## src/rtl/c2bw_frame_sequencer_pkg.sv

```systemverilog
// Shared types and widths for the Color2BW frame sequencer.
// Optional checksum accumulator is enabled by defining C2BW_CHECKSUM_EN.
package c2bw_pkg;

  localparam int unsigned PIX_W = 8;
  localparam int unsigned CHK_W = 32;

  typedef enum logic [2:0] {
    IDLE  = 3'd0,
    FETCH = 3'd1,
    LOAD  = 3'd2,
    WRITE = 3'd3,
    DONE  = 3'd4
  } state_e;

  // States in which the sequencer reports itself as busy.
  function automatic logic state_busy(state_e s);
    return (s == FETCH) || (s == LOAD) || (s == WRITE);
  endfunction

endpackage

```

## src/rtl/c2bw_frame_sequencer_if.sv

```systemverilog
// Control, channel-memory, Color2BW and output-buffer signals of the frame sequencer.
// The checksum signal exists only when C2BW_CHECKSUM_EN is defined.
interface c2bw_seq_if #(
  parameter int unsigned ADDR_W = 14
);
  import c2bw_pkg::*;

  logic              start;
  logic              abort;
  logic              busy;
  logic              done;

  logic              rdEn;
  logic [ADDR_W-1:0] rdAddr;
  logic [PIX_W-1:0]  rdRed;
  logic [PIX_W-1:0]  rdGreen;
  logic [PIX_W-1:0]  rdBlue;

  logic [PIX_W-1:0]  colorRed;
  logic [PIX_W-1:0]  colorGreen;
  logic [PIX_W-1:0]  colorBlue;
  logic [PIX_W-1:0]  greyIn;

  logic              wrValid;
  logic              wrReady;
  logic [ADDR_W-1:0] wrAddr;
  logic [PIX_W-1:0]  wrData;
`ifdef C2BW_CHECKSUM_EN
  logic [CHK_W-1:0]  checksum;
`endif

  // Sequencer side.
  modport master (
    input  start, abort, rdRed, rdGreen, rdBlue, greyIn, wrReady,
    output busy, done, rdEn, rdAddr, colorRed, colorGreen, colorBlue,
           wrValid, wrAddr, wrData
`ifdef C2BW_CHECKSUM_EN
           , checksum
`endif
  );

  // Memories, Color2BW instance and output buffer side.
  modport slave (
    output start, abort, rdRed, rdGreen, rdBlue, greyIn, wrReady,
    input  busy, done, rdEn, rdAddr, colorRed, colorGreen, colorBlue,
           wrValid, wrAddr, wrData
`ifdef C2BW_CHECKSUM_EN
           , checksum
`endif
  );

endinterface

```

## src/rtl/c2bw_frame_sequencer_pixel_counter.sv

```systemverilog
// Linear pixel address counter with synchronous clear, increment and last-pixel flag.
module c2bw_pixel_counter #(
  parameter int unsigned NPIX   = 16384,
  parameter int unsigned ADDR_W = 14
) (
  input  logic              clk,
  input  logic              rst,
  input  logic              clr_i,
  input  logic              inc_i,
  output logic [ADDR_W-1:0] addr_o,
  output logic              last_o
);

  logic [ADDR_W-1:0] addr_q;
  logic [ADDR_W-1:0] addr_d;

  always_comb begin
    addr_d = addr_q;
    if (clr_i) begin
      addr_d = '0;
    end else if (inc_i) begin
      addr_d = addr_q + ADDR_W'(1);
    end
  end

  always_ff @(posedge clk or posedge rst) begin
    if (rst) begin
      addr_q <= '0;
    end else begin
      addr_q <= addr_d;
    end
  end

  assign addr_o = addr_q;
  assign last_o = (addr_q == ADDR_W'(NPIX - 1));

endmodule

```

## src/rtl/c2bw_frame_sequencer.sv

```systemverilog
// Walks a FRAME_W x FRAME_H RGB frame through an external Color2BW and writes grey bytes out.
// Define C2BW_CHECKSUM_EN to add a running 32-bit sum of written grey bytes.
module c2bw_frame_sequencer
  import c2bw_pkg::*;
#(
  parameter int unsigned FRAME_W = 128,
  parameter int unsigned FRAME_H = 128,
  parameter int unsigned ADDR_W  = 14
) (
  input  logic       clk,
  input  logic       rst,
  c2bw_seq_if.master bus
);

  localparam int unsigned NPIX = FRAME_W * FRAME_H;

  state_e            state_q;
  state_e            state_d;

  logic              cnt_clr;
  logic              cnt_inc;
  logic              cnt_last;
  logic [ADDR_W-1:0] addr;

  logic              load_en;
  logic              xfer;

  logic              busy_q;
  logic              busy_d;
  logic              done_q;
  logic              done_d;
  logic              rd_en_q;
  logic              rd_en_d;
  logic              wr_valid_q;
  logic              wr_valid_d;

  logic [PIX_W-1:0]  red_q;
  logic [PIX_W-1:0]  green_q;
  logic [PIX_W-1:0]  blue_q;

  c2bw_pixel_counter #(
    .NPIX   (NPIX),
    .ADDR_W (ADDR_W)
  ) u_pixel_counter (
    .clk    (clk),
    .rst    (rst),
    .clr_i  (cnt_clr),
    .inc_i  (cnt_inc),
    .addr_o (addr),
    .last_o (cnt_last)
  );

  always_ff @(posedge clk or posedge rst) begin
    if (rst) begin
      state_q <= IDLE;
    end else begin
      state_q <= state_d;
    end
  end

  // Next state; strobes are decoded from state_d so they appear registered in that state.
  always_comb begin
    state_d    = state_q;
    cnt_clr    = 1'b0;
    cnt_inc    = 1'b0;
    load_en    = 1'b0;
    xfer       = 1'b0;
    busy_d     = 1'b0;
    done_d     = 1'b0;
    rd_en_d    = 1'b0;
    wr_valid_d = 1'b0;

    unique case (state_q)
      IDLE: begin
        if (bus.start && !bus.abort) begin
          cnt_clr = 1'b1;
          state_d = FETCH;
        end
      end
      FETCH: begin
        state_d = bus.abort ? IDLE : LOAD;
      end
      LOAD: begin
        load_en = !bus.abort;
        state_d = bus.abort ? IDLE : WRITE;
      end
      WRITE: begin
        // A transfer coinciding with abort still completes, then the frame ends.
        if (bus.wrReady) begin
          xfer = 1'b1;
          if (bus.abort) begin
            state_d = IDLE;
          end else if (cnt_last) begin
            state_d = DONE;
          end else begin
            cnt_inc = 1'b1;
            state_d = FETCH;
          end
        end else if (bus.abort) begin
          state_d = IDLE;
        end
      end
      DONE: begin
        state_d = IDLE;
      end
      default: begin
        state_d = IDLE;
      end
    endcase

    busy_d     = state_busy(state_d);
    done_d     = (state_d == DONE);
    rd_en_d    = (state_d == FETCH);
    wr_valid_d = (state_d == WRITE);
  end

  always_ff @(posedge clk or posedge rst) begin
    if (rst) begin
      busy_q     <= 1'b0;
      done_q     <= 1'b0;
      rd_en_q    <= 1'b0;
      wr_valid_q <= 1'b0;
    end else begin
      busy_q     <= busy_d;
      done_q     <= done_d;
      rd_en_q    <= rd_en_d;
      wr_valid_q <= wr_valid_d;
    end
  end

  // Pixel register feeding Color2BW; memory data is valid in LOAD.
  always_ff @(posedge clk or posedge rst) begin
    if (rst) begin
      red_q   <= '0;
      green_q <= '0;
      blue_q  <= '0;
    end else if (load_en) begin
      red_q   <= bus.rdRed;
      green_q <= bus.rdGreen;
      blue_q  <= bus.rdBlue;
    end
  end

`ifdef C2BW_CHECKSUM_EN
  logic [CHK_W-1:0] chk_q;
  logic [CHK_W-1:0] chk_d;

  always_comb begin
    chk_d = chk_q;
    if (cnt_clr) begin
      chk_d = '0;
    end else if (xfer) begin
      chk_d = chk_q + CHK_W'(bus.wrData);
    end
  end

  always_ff @(posedge clk or posedge rst) begin
    if (rst) begin
      chk_q <= '0;
    end else begin
      chk_q <= chk_d;
    end
  end

  assign bus.checksum = chk_q;
`endif

  assign bus.busy       = busy_q;
  assign bus.done       = done_q;
  assign bus.rdEn       = rd_en_q;
  assign bus.rdAddr     = addr;
  assign bus.colorRed   = red_q;
  assign bus.colorGreen = green_q;
  assign bus.colorBlue  = blue_q;
  assign bus.wrValid    = wr_valid_q;
  assign bus.wrAddr     = addr;
  // Grey byte comes back combinationally from Color2BW; gated so it is 0 outside WRITE.
  assign bus.wrData     = wr_valid_q ? bus.greyIn : '0;

endmodule

```

## src/flat_wrapper.sv

```systemverilog
// flat-port wrapper written by rule: the top's interface ports become plain ports
module c2bw_frame_sequencer_flat import c2bw_pkg::*;
#(
  parameter int unsigned FRAME_W = 128,
  parameter int unsigned FRAME_H = 128,
  parameter int unsigned ADDR_W  = 14
)
  (clk, rst, bus_start, bus_abort, bus_rdRed, bus_rdGreen, bus_rdBlue, bus_greyIn, bus_wrReady, bus_busy, bus_done, bus_rdEn, bus_rdAddr, bus_colorRed, bus_colorGreen, bus_colorBlue, bus_wrValid, bus_wrAddr, bus_wrData);
  c2bw_seq_if #(.ADDR_W(ADDR_W)) bus_i ();
  input  logic clk;
  input  logic rst;
  input wire logic [$bits(bus_i.start)-1:0] bus_start;
  input wire logic [$bits(bus_i.abort)-1:0] bus_abort;
  input wire logic [$bits(bus_i.rdRed)-1:0] bus_rdRed;
  input wire logic [$bits(bus_i.rdGreen)-1:0] bus_rdGreen;
  input wire logic [$bits(bus_i.rdBlue)-1:0] bus_rdBlue;
  input wire logic [$bits(bus_i.greyIn)-1:0] bus_greyIn;
  input wire logic [$bits(bus_i.wrReady)-1:0] bus_wrReady;
  output wire logic [$bits(bus_i.busy)-1:0] bus_busy;
  output wire logic [$bits(bus_i.done)-1:0] bus_done;
  output wire logic [$bits(bus_i.rdEn)-1:0] bus_rdEn;
  output wire logic [$bits(bus_i.rdAddr)-1:0] bus_rdAddr;
  output wire logic [$bits(bus_i.colorRed)-1:0] bus_colorRed;
  output wire logic [$bits(bus_i.colorGreen)-1:0] bus_colorGreen;
  output wire logic [$bits(bus_i.colorBlue)-1:0] bus_colorBlue;
  output wire logic [$bits(bus_i.wrValid)-1:0] bus_wrValid;
  output wire logic [$bits(bus_i.wrAddr)-1:0] bus_wrAddr;
  output wire logic [$bits(bus_i.wrData)-1:0] bus_wrData;
  assign bus_i.start = bus_start;
  assign bus_i.abort = bus_abort;
  assign bus_i.rdRed = bus_rdRed;
  assign bus_i.rdGreen = bus_rdGreen;
  assign bus_i.rdBlue = bus_rdBlue;
  assign bus_i.greyIn = bus_greyIn;
  assign bus_i.wrReady = bus_wrReady;
  assign bus_busy = bus_i.busy;
  assign bus_done = bus_i.done;
  assign bus_rdEn = bus_i.rdEn;
  assign bus_rdAddr = bus_i.rdAddr;
  assign bus_colorRed = bus_i.colorRed;
  assign bus_colorGreen = bus_i.colorGreen;
  assign bus_colorBlue = bus_i.colorBlue;
  assign bus_wrValid = bus_i.wrValid;
  assign bus_wrAddr = bus_i.wrAddr;
  assign bus_wrData = bus_i.wrData;
  c2bw_frame_sequencer #(.FRAME_W(FRAME_W), .FRAME_H(FRAME_H), .ADDR_W(ADDR_W)) u_core (.clk(clk), .rst(rst), .bus(bus_i));
endmodule
```

## config.mk

```make
export PLATFORM = sky130hd
export DESIGN_NAME = c2bw_frame_sequencer_flat
export DESIGN_NICKNAME = d
export VERILOG_FILES = /design/src/rtl/c2bw_frame_sequencer_pkg.sv /design/src/rtl/c2bw_frame_sequencer_if.sv /design/src/rtl/c2bw_frame_sequencer_pixel_counter.sv /design/src/rtl/c2bw_frame_sequencer.sv /design/src/flat_wrapper.sv
export SDC_FILE = /design/constraint.sdc
export NUM_CORES = 1
export LEC_CHECK = 0
export BUFFER_PORTS_ARGS = -buffer_cell sky130_fd_sc_hd__buf_4
export CAP_MARGIN = 40
export CORE_UTILIZATION = 41
export CTS_CLUSTER_DIAMETER = 80
export DETAILED_ROUTE_END_ITERATION = 8
export GPL_TIMING_DRIVEN = 1
export HOLD_SLACK_MARGIN = 0.03
export PLACE_DENSITY_LB_ADDON = 0.25
export SYNTH_ARGS = -nofsm -noshare
export SYNTH_HDL_FRONTEND = slang
export SYNTH_SLANG_ARGS = --single-unit
```

## constraint.sdc

```tcl
create_clock -name clk -period 2.5 [get_ports clk]
set_clock_uncertainty 0.2 [all_clocks]
set_input_delay 0.625 -clock clk [delete_from_list [all_inputs] [get_ports clk]]
set_output_delay 0.625 -clock clk [all_outputs]
set_load 0.02 [all_outputs]
```

Word-level counts from Yosys, hierarchy flattened. Cells that the tools add are included.

$add $sub $neg: 1. Equal/unequal tests: 8. Multiplexer cells: 18. Reduce and logical (&&, ||, !) cells: 6.

Operators by type and width (count): two-way mux 14 bit (2); two-way mux 3 bit (5); adder 14 x 1 -> 14 bit, second input constant (1); equality test 14 bit, second input constant (1); equality test 3 x 2 -> 1 bit, second input constant (4); one-hot mux 3 bit (4 select lines) (1); two-way mux 8 bit (1); two-way mux 1 bit (7); equality test 3 x 1 -> 1 bit, second input constant (2); two-way mux 2 bit (2); equality test 3 bit, second input constant (1); zero test 3 bit (1); logical OR 1 bit (2); nonzero test 2 bit (1); logical AND 1 bit (1); zero test 1 bit (1).

Register bits: 45. Input bits: 37. Logic and storage cells: 42.

Longest topological paths before layout.
Depth after elaboration: 8. Mapped depth: 6. Mapped depth without buffers: 5.

Cells and area by module. From an unflattened synthesis, not the netlist that was laid out.

Cells, all modules: 177. Area total of the unflattened synthesis: 2135.8 µm².

By module, submodules not included: c2bw_frame_sequencer (instances 1, cells an instance 103, area an instance 1395.1 µm², sequential area each 775.7 µm²); c2bw_pixel_counter (instances 1, cells an instance 74, area an instance 740.7 µm², sequential area each 350.3 µm²).

Least setup slack after synthesis. OpenSTA, ideal clock, no wires.

Path kind: in2reg. From: input port bus_abort. To: register u_core.u_pixel_counter.addr_q[12], in the netlist u_core.u_pixel_counter.addr_o[12]. Setup time: 0.077 ns. Arrival time: 2.369 ns. Data required time: 2.223 ns. Path slack: -0.147 ns. Stages on the path: 6. Cell sequence: or3b_1 > clkbuf_1 > or4_1 > clkbuf_2 > or4_1 > a21oi_1.

Longest elaborated chain between the ends: 5. Elaborated cells between the ends (all ways): 9. Those cells by class: 6 x mux; 3 x reduce/logical.

Ends and longest elaborated chain: start, declared (line flat_wrapper.sv:13) `input wire logic [$bits(bus_i.abort)-1:0] bus_abort;`; zero test 1 bit (line c2bw_frame_sequencer.sv:75) `if (bus.start && !bus.abort) begin`; logical AND 1 bit (line c2bw_frame_sequencer.sv:75); two-way mux 1 bit (line c2bw_frame_sequencer.sv:75); two-way mux 1 bit (line c2bw_frame_sequencer.sv:73) `unique case (state_q)`; two-way mux 14 bit or nonzero test 2 bit (tied branches); end signal, assigned (line c2bw_frame_sequencer_pixel_counter.sv:30) `addr_q <= addr_d;`; end, declared (line c2bw_frame_sequencer_pixel_counter.sv:14) `logic [ADDR_W-1:0] addr_q;`.

Several ways; a longest one is shown, not always the timed one. A chain may end at the register's enable or synchronous reset.

Worst setup path after layout.
From: input port bus_abort. To: register u_core.u_pixel_counter.addr_q[10], in the netlist u_core.u_pixel_counter.addr_o[10].

Same word-level chain as after synthesis.

==> impl_metrics.py <==
metrics = {
    "run_status": {
        "status": "finished clean",
    },
    "sta": {
        "report.final.setup_viol": 0,
        "setup-tns-final_ns": 0,
        "hold_violations": 0,
        "finalCriticalPeriod_ns": 2.34,
        "tightestPinTransition_ns": 0.564,
        "fmax_mhz": 428,
        "rsz_0062_raised_after_global_routing": "false",
        "timing_max_transition_violations_final": 0,
        "slew_headroom_pct": 61.4,
        "postLayoutSetupSlackWorst_ns": 0.161,
        "timing.final.crit_share_pct": 93.6,
    },
    "floorplanning": {
        "die_width_um": 73.0,
        "fp.dieH_um": 73.0,
        "fp.dieArea_um2": 5330,
        "io-pin-count": 101,
        "std_cell_rows": 25,
        "floorplan.initialDensity_pct": 43.2,
        "core_area_um2": 4790,
    },
    "layout": {
        "syn2layout_area_growth_pct": 42.3,
        "drive_above_1_share_pct": 52.6,
        "finalNonFillerCells": 339,
        "multi_input_comb_area_um2": 803,
        "final_layout_net_count": 310,
        "final_util_pct": 61.5,
        "final.fill_count": 429,
        "regArea_um2": 1130,
        "antenna-diode-count": 0,
    },
    "clock_network": {
        "clock_sink_count": 45,
        "cts_hold_buf": 0,
        "cts_setup_buffers": 0,
        "tritoncts": "built",
        "clock_tree.root_cell": "sky130_fd_sc_hd__clkbuf_8",
        "insertion_delay_ns": 0.29,
        "ctsHtreeMaxLevel": 2,
        "cts.path.max_buffers": 2,
        "clk_transition_reported_paths_ns": 0.08,
        "cts_buffers": 5,
        "cts_repair_resize_count": 0,
    },
    "worst_setup_path": {
        "timing.critical_path.required_ns": 2.52,
        "cp_common_cell": "sky130_fd_sc_hd__or4_1",
        "worstPathMaxFanout": 8,
        "crit_slowest_cell": "sky130_fd_sc_hd__or4_1",
        "crit_path_cell_trace": "buf_4 > or3b_1 > or4_1 > or4_1 > a21oi_1",
        "critPathTopFamily": "simple AND/OR/NAND/NOR gates",
        "cp.arrival_ns": 2.36,
        "cp-end-kind": "flip-flop",
        "worst-path-buf-inv": 1,
        "criticalPathCategory": "primary input to flip-flop",
        "critical-path-max-stage-delay_ns": 0.65,
        "critPathLaunchType": "primary input",
    },
    "logic_synthesis": {
        "synth_sequential_area_ratio_pct": 54.4,
        "dominant_combinational_cell_family_by_area_after_synthesis": "simple AND/OR/NAND/NOR gates",
        "postSynthRegisterBits": 45,
        "synthSimpleGateAreaFrac_pct": 15.7,
        "synth_flop_cell": "sky130_fd_sc_hd__dfrtp_1",
        "synth_fa_ha_area_share_pct": 0.605,
        "syn-instance-count": 179,
        "syn_area_per_cell_um2": 11.6,
        "synth_nets": 217,
        "synth-compound-area-share_pct": 8.11,
        "synth-async-reset-ratio_pct": 100,
        "synth-edff-count": 0,
        "yosys.area_share.xor_xnor_pct": 0,
        "syn-cell-area_um2": 2070,
        "ys_types": 29,
        "synthMuxAreaShare_pct": 14.0,
        "synthesis.yosys.warnings": 0,
    },
    "job": {
        "maxCapViolCount": 0,
    },
    "pwr": {
        "total_leakage_power_nw": 1.39,
        "power_density_nw_per_um2": 826,
        "irDropWorstVdd_mv": 0.537,
    },
    "global_routing": {
        "grt_use_total_pct": 18.5,
        "grt_pass1_wl_um": 7430,
        "first_global_vias": 1579,
        "number_of_antenna_violations_at_the_first_check_in_global_routing": 0,
        "grt_max_degree": 25,
        "overflow": 0,
    },
    "detailed_routing": {
        "detailed_route_drc_error_count": 0,
        "route.vias.total": 1747,
        "detail_route.vias_per_cell": 5.15,
        "wl_per_cell_um": 14.0,
        "drt_pre_antenna_iters": 4,
        "routed_antenna_nets": 0,
        "drt-total-wl_um": 4740,
        "drt_iter0_markers": 54,
    },
    "placed_design": {
        "placed_cells": 332,
        "post-dp-hpwl_um": 3440,
        "detailedPlace.worstSlack_ns": -0.126,
        "gpl.final_weighted_congestion": 0.780,
        "buffer_ports.inserted": 100,
    },
    "min_path": {
        "holdCritPathClass": "primary input to async pin",
    },
}
metrics by stage:
step | hold slack [ns] | power, W | cell area (um2)
3_3_place_gp | 0.273 | 0.00199 | 2860
3_5_place_dp | 0.281 | 0.00201 | 2860
4_1_cts | 0.170 | 0.00246 | 2940
2_1_floorplan | 0.240 | 0.00155 | 2070
6_report | 0.166 | 0.00243 | 2940
5_1_grt | 0.191 | 0.00257 | 2940
registers in the layout (all words and copies together) (netlist names):
signal and count:
u_core.u_pixel_counter.addr_o 14, u_core.bus.wrValid 1, u_core.bus.done 1, u_core.bus.rdEn 1, u_core.bus.busy 1, u_core.bus.colorBlue 8, u_core.bus.colorRed 8, u_core.state_q 3
u_core.bus.colorGreen 8
worst paths after layout:
kind	slack (ns)	depth (start not counted)	end	startpoint
hold / removal	0.17	2	u_core.bus.colorBlue[3]	rst
setup reg to reg	0.24	4	u_core.u_pixel_counter.addr_o[10]	u_core.state_q[2]
max in group asynchronous	1.43	3	u_core.u_pixel_counter.addr_o[3]	rst
hold reg to reg	0.29	1	u_core.state_q[1]	u_core.state_q[2]
setup / recovery	0.16	5	u_core.u_pixel_counter.addr_o[10]	bus_abort
min in group clk	0.29	1	u_core.state_q[1]	u_core.state_q[2]
kinds of logic after synthesis:
logic type / Yosys count
AND/OR/NAND/NOR: 54
flip-flops: 45
buffers and inverters: 25
multiplexers: 26
AO/OA/AOI/OAI: 28
adder cells (fa/ha/maj): 1
final cells by class:
class                      count  share of cell area [%]
inverter                       4                   0.510
multi-input combinational    109                    27.3
sequential                    45                    38.3
clock buffer                   7                    2.93
tap                           67                    2.85
timing repair buffer         107                    28.1
layer usage:
| metal | GRT usage (%) | share of wire [%] | wire, um | vias to the layer above |
|---|---|---|---|---|
| li1 | - | - | - | 823 |
| met1 | 23.4 | 42 | 1990 | 847 |
| met2 | 30.0 | 49 | 2320 | 72 |
| met3 | 6.49 | 8.0 | 380 | 5 |
| met4 | 4.58 | 0.97 | 46 | 0 |
| met5 | 0 | 0 | 0 | - |
worst register-to-register path, stage by stage, from the launching register on:
cell and delay [ns]:
sky130_fd_sc_hd__dfrtp_1 0.39, sky130_fd_sc_hd__or3b_1 0.38, sky130_fd_sc_hd__or4_1 0.65, sky130_fd_sc_hd__or4_1 0.44, sky130_fd_sc_hd__a21oi_1 0.13
layout by cell type (no fill, tap or decap), types with 2 or more instances in the layout:
| master | count |
|---|---|
| sky130_fd_sc_hd__nor2b_1 | 2 |
| sky130_fd_sc_hd__nand4_1 | 3 |
| sky130_fd_sc_hd__inv_1 | 3 |
| sky130_fd_sc_hd__buf_12 | 2 |
| sky130_fd_sc_hd__or3_1 | 3 |
| sky130_fd_sc_hd__buf_4 | 105 |
| sky130_fd_sc_hd__mux2i_1 | 2 |
| sky130_fd_sc_hd__clkbuf_8 | 6 |
| sky130_fd_sc_hd__nor3_1 | 2 |
| sky130_fd_sc_hd__nor4_1 | 2 |
| sky130_fd_sc_hd__nor2_1 | 2 |
| sky130_fd_sc_hd__o31ai_1 | 9 |
| sky130_fd_sc_hd__or4_1 | 9 |
| sky130_fd_sc_hd__dfrtp_1 | 45 |
| sky130_fd_sc_hd__o21ai_0 | 6 |
| sky130_fd_sc_hd__a21oi_1 | 11 |
| sky130_fd_sc_hd__and2_1 | 11 |
| sky130_fd_sc_hd__nand2_1 | 7 |
| sky130_fd_sc_hd__nand3_1 | 4 |
| sky130_fd_sc_hd__mux2_2 | 24 |
| sky130_fd_sc_hd__or2_2 | 2 |
Yosys cell counts (2+ instances only):
master,number,area (um2)
sky130_fd_sc_hd__a21oi_1,11,55.1
sky130_fd_sc_hd__nand3_1,4,20.0
sky130_fd_sc_hd__buf_4,14,105
sky130_fd_sc_hd__nor2b_1,2,12.5
sky130_fd_sc_hd__and2_1,11,68.8
sky130_fd_sc_hd__nor3_1,2,10.0
sky130_fd_sc_hd__or2_2,2,12.5
sky130_fd_sc_hd__mux2i_1,2,20.0
sky130_fd_sc_hd__nor2_1,3,11.3
sky130_fd_sc_hd__inv_1,4,15.0
sky130_fd_sc_hd__or4_1,9,67.6
sky130_fd_sc_hd__nand4_1,3,18.8
sky130_fd_sc_hd__clkbuf_1,6,22.5
sky130_fd_sc_hd__nand2_1,7,26.3
sky130_fd_sc_hd__o21ai_0,6,30.0
sky130_fd_sc_hd__nor4_1,3,18.8
sky130_fd_sc_hd__or3_1,3,18.8
sky130_fd_sc_hd__dfrtp_1,45,1130
sky130_fd_sc_hd__o31ai_1,9,67.6
sky130_fd_sc_hd__mux2_2,24,270
where the power goes:
part / internal, W / switching, W / total (W)
registers: 0.000938 / 0.000114 / 0.00105
clock network: 0.000219 / 0.000229 / 0.000448
logic: 0.000473 / 0.000459 / 0.000932
total: 0.00163 / 0.000802 / 0.00243
(Power assumes the default switching activity.)
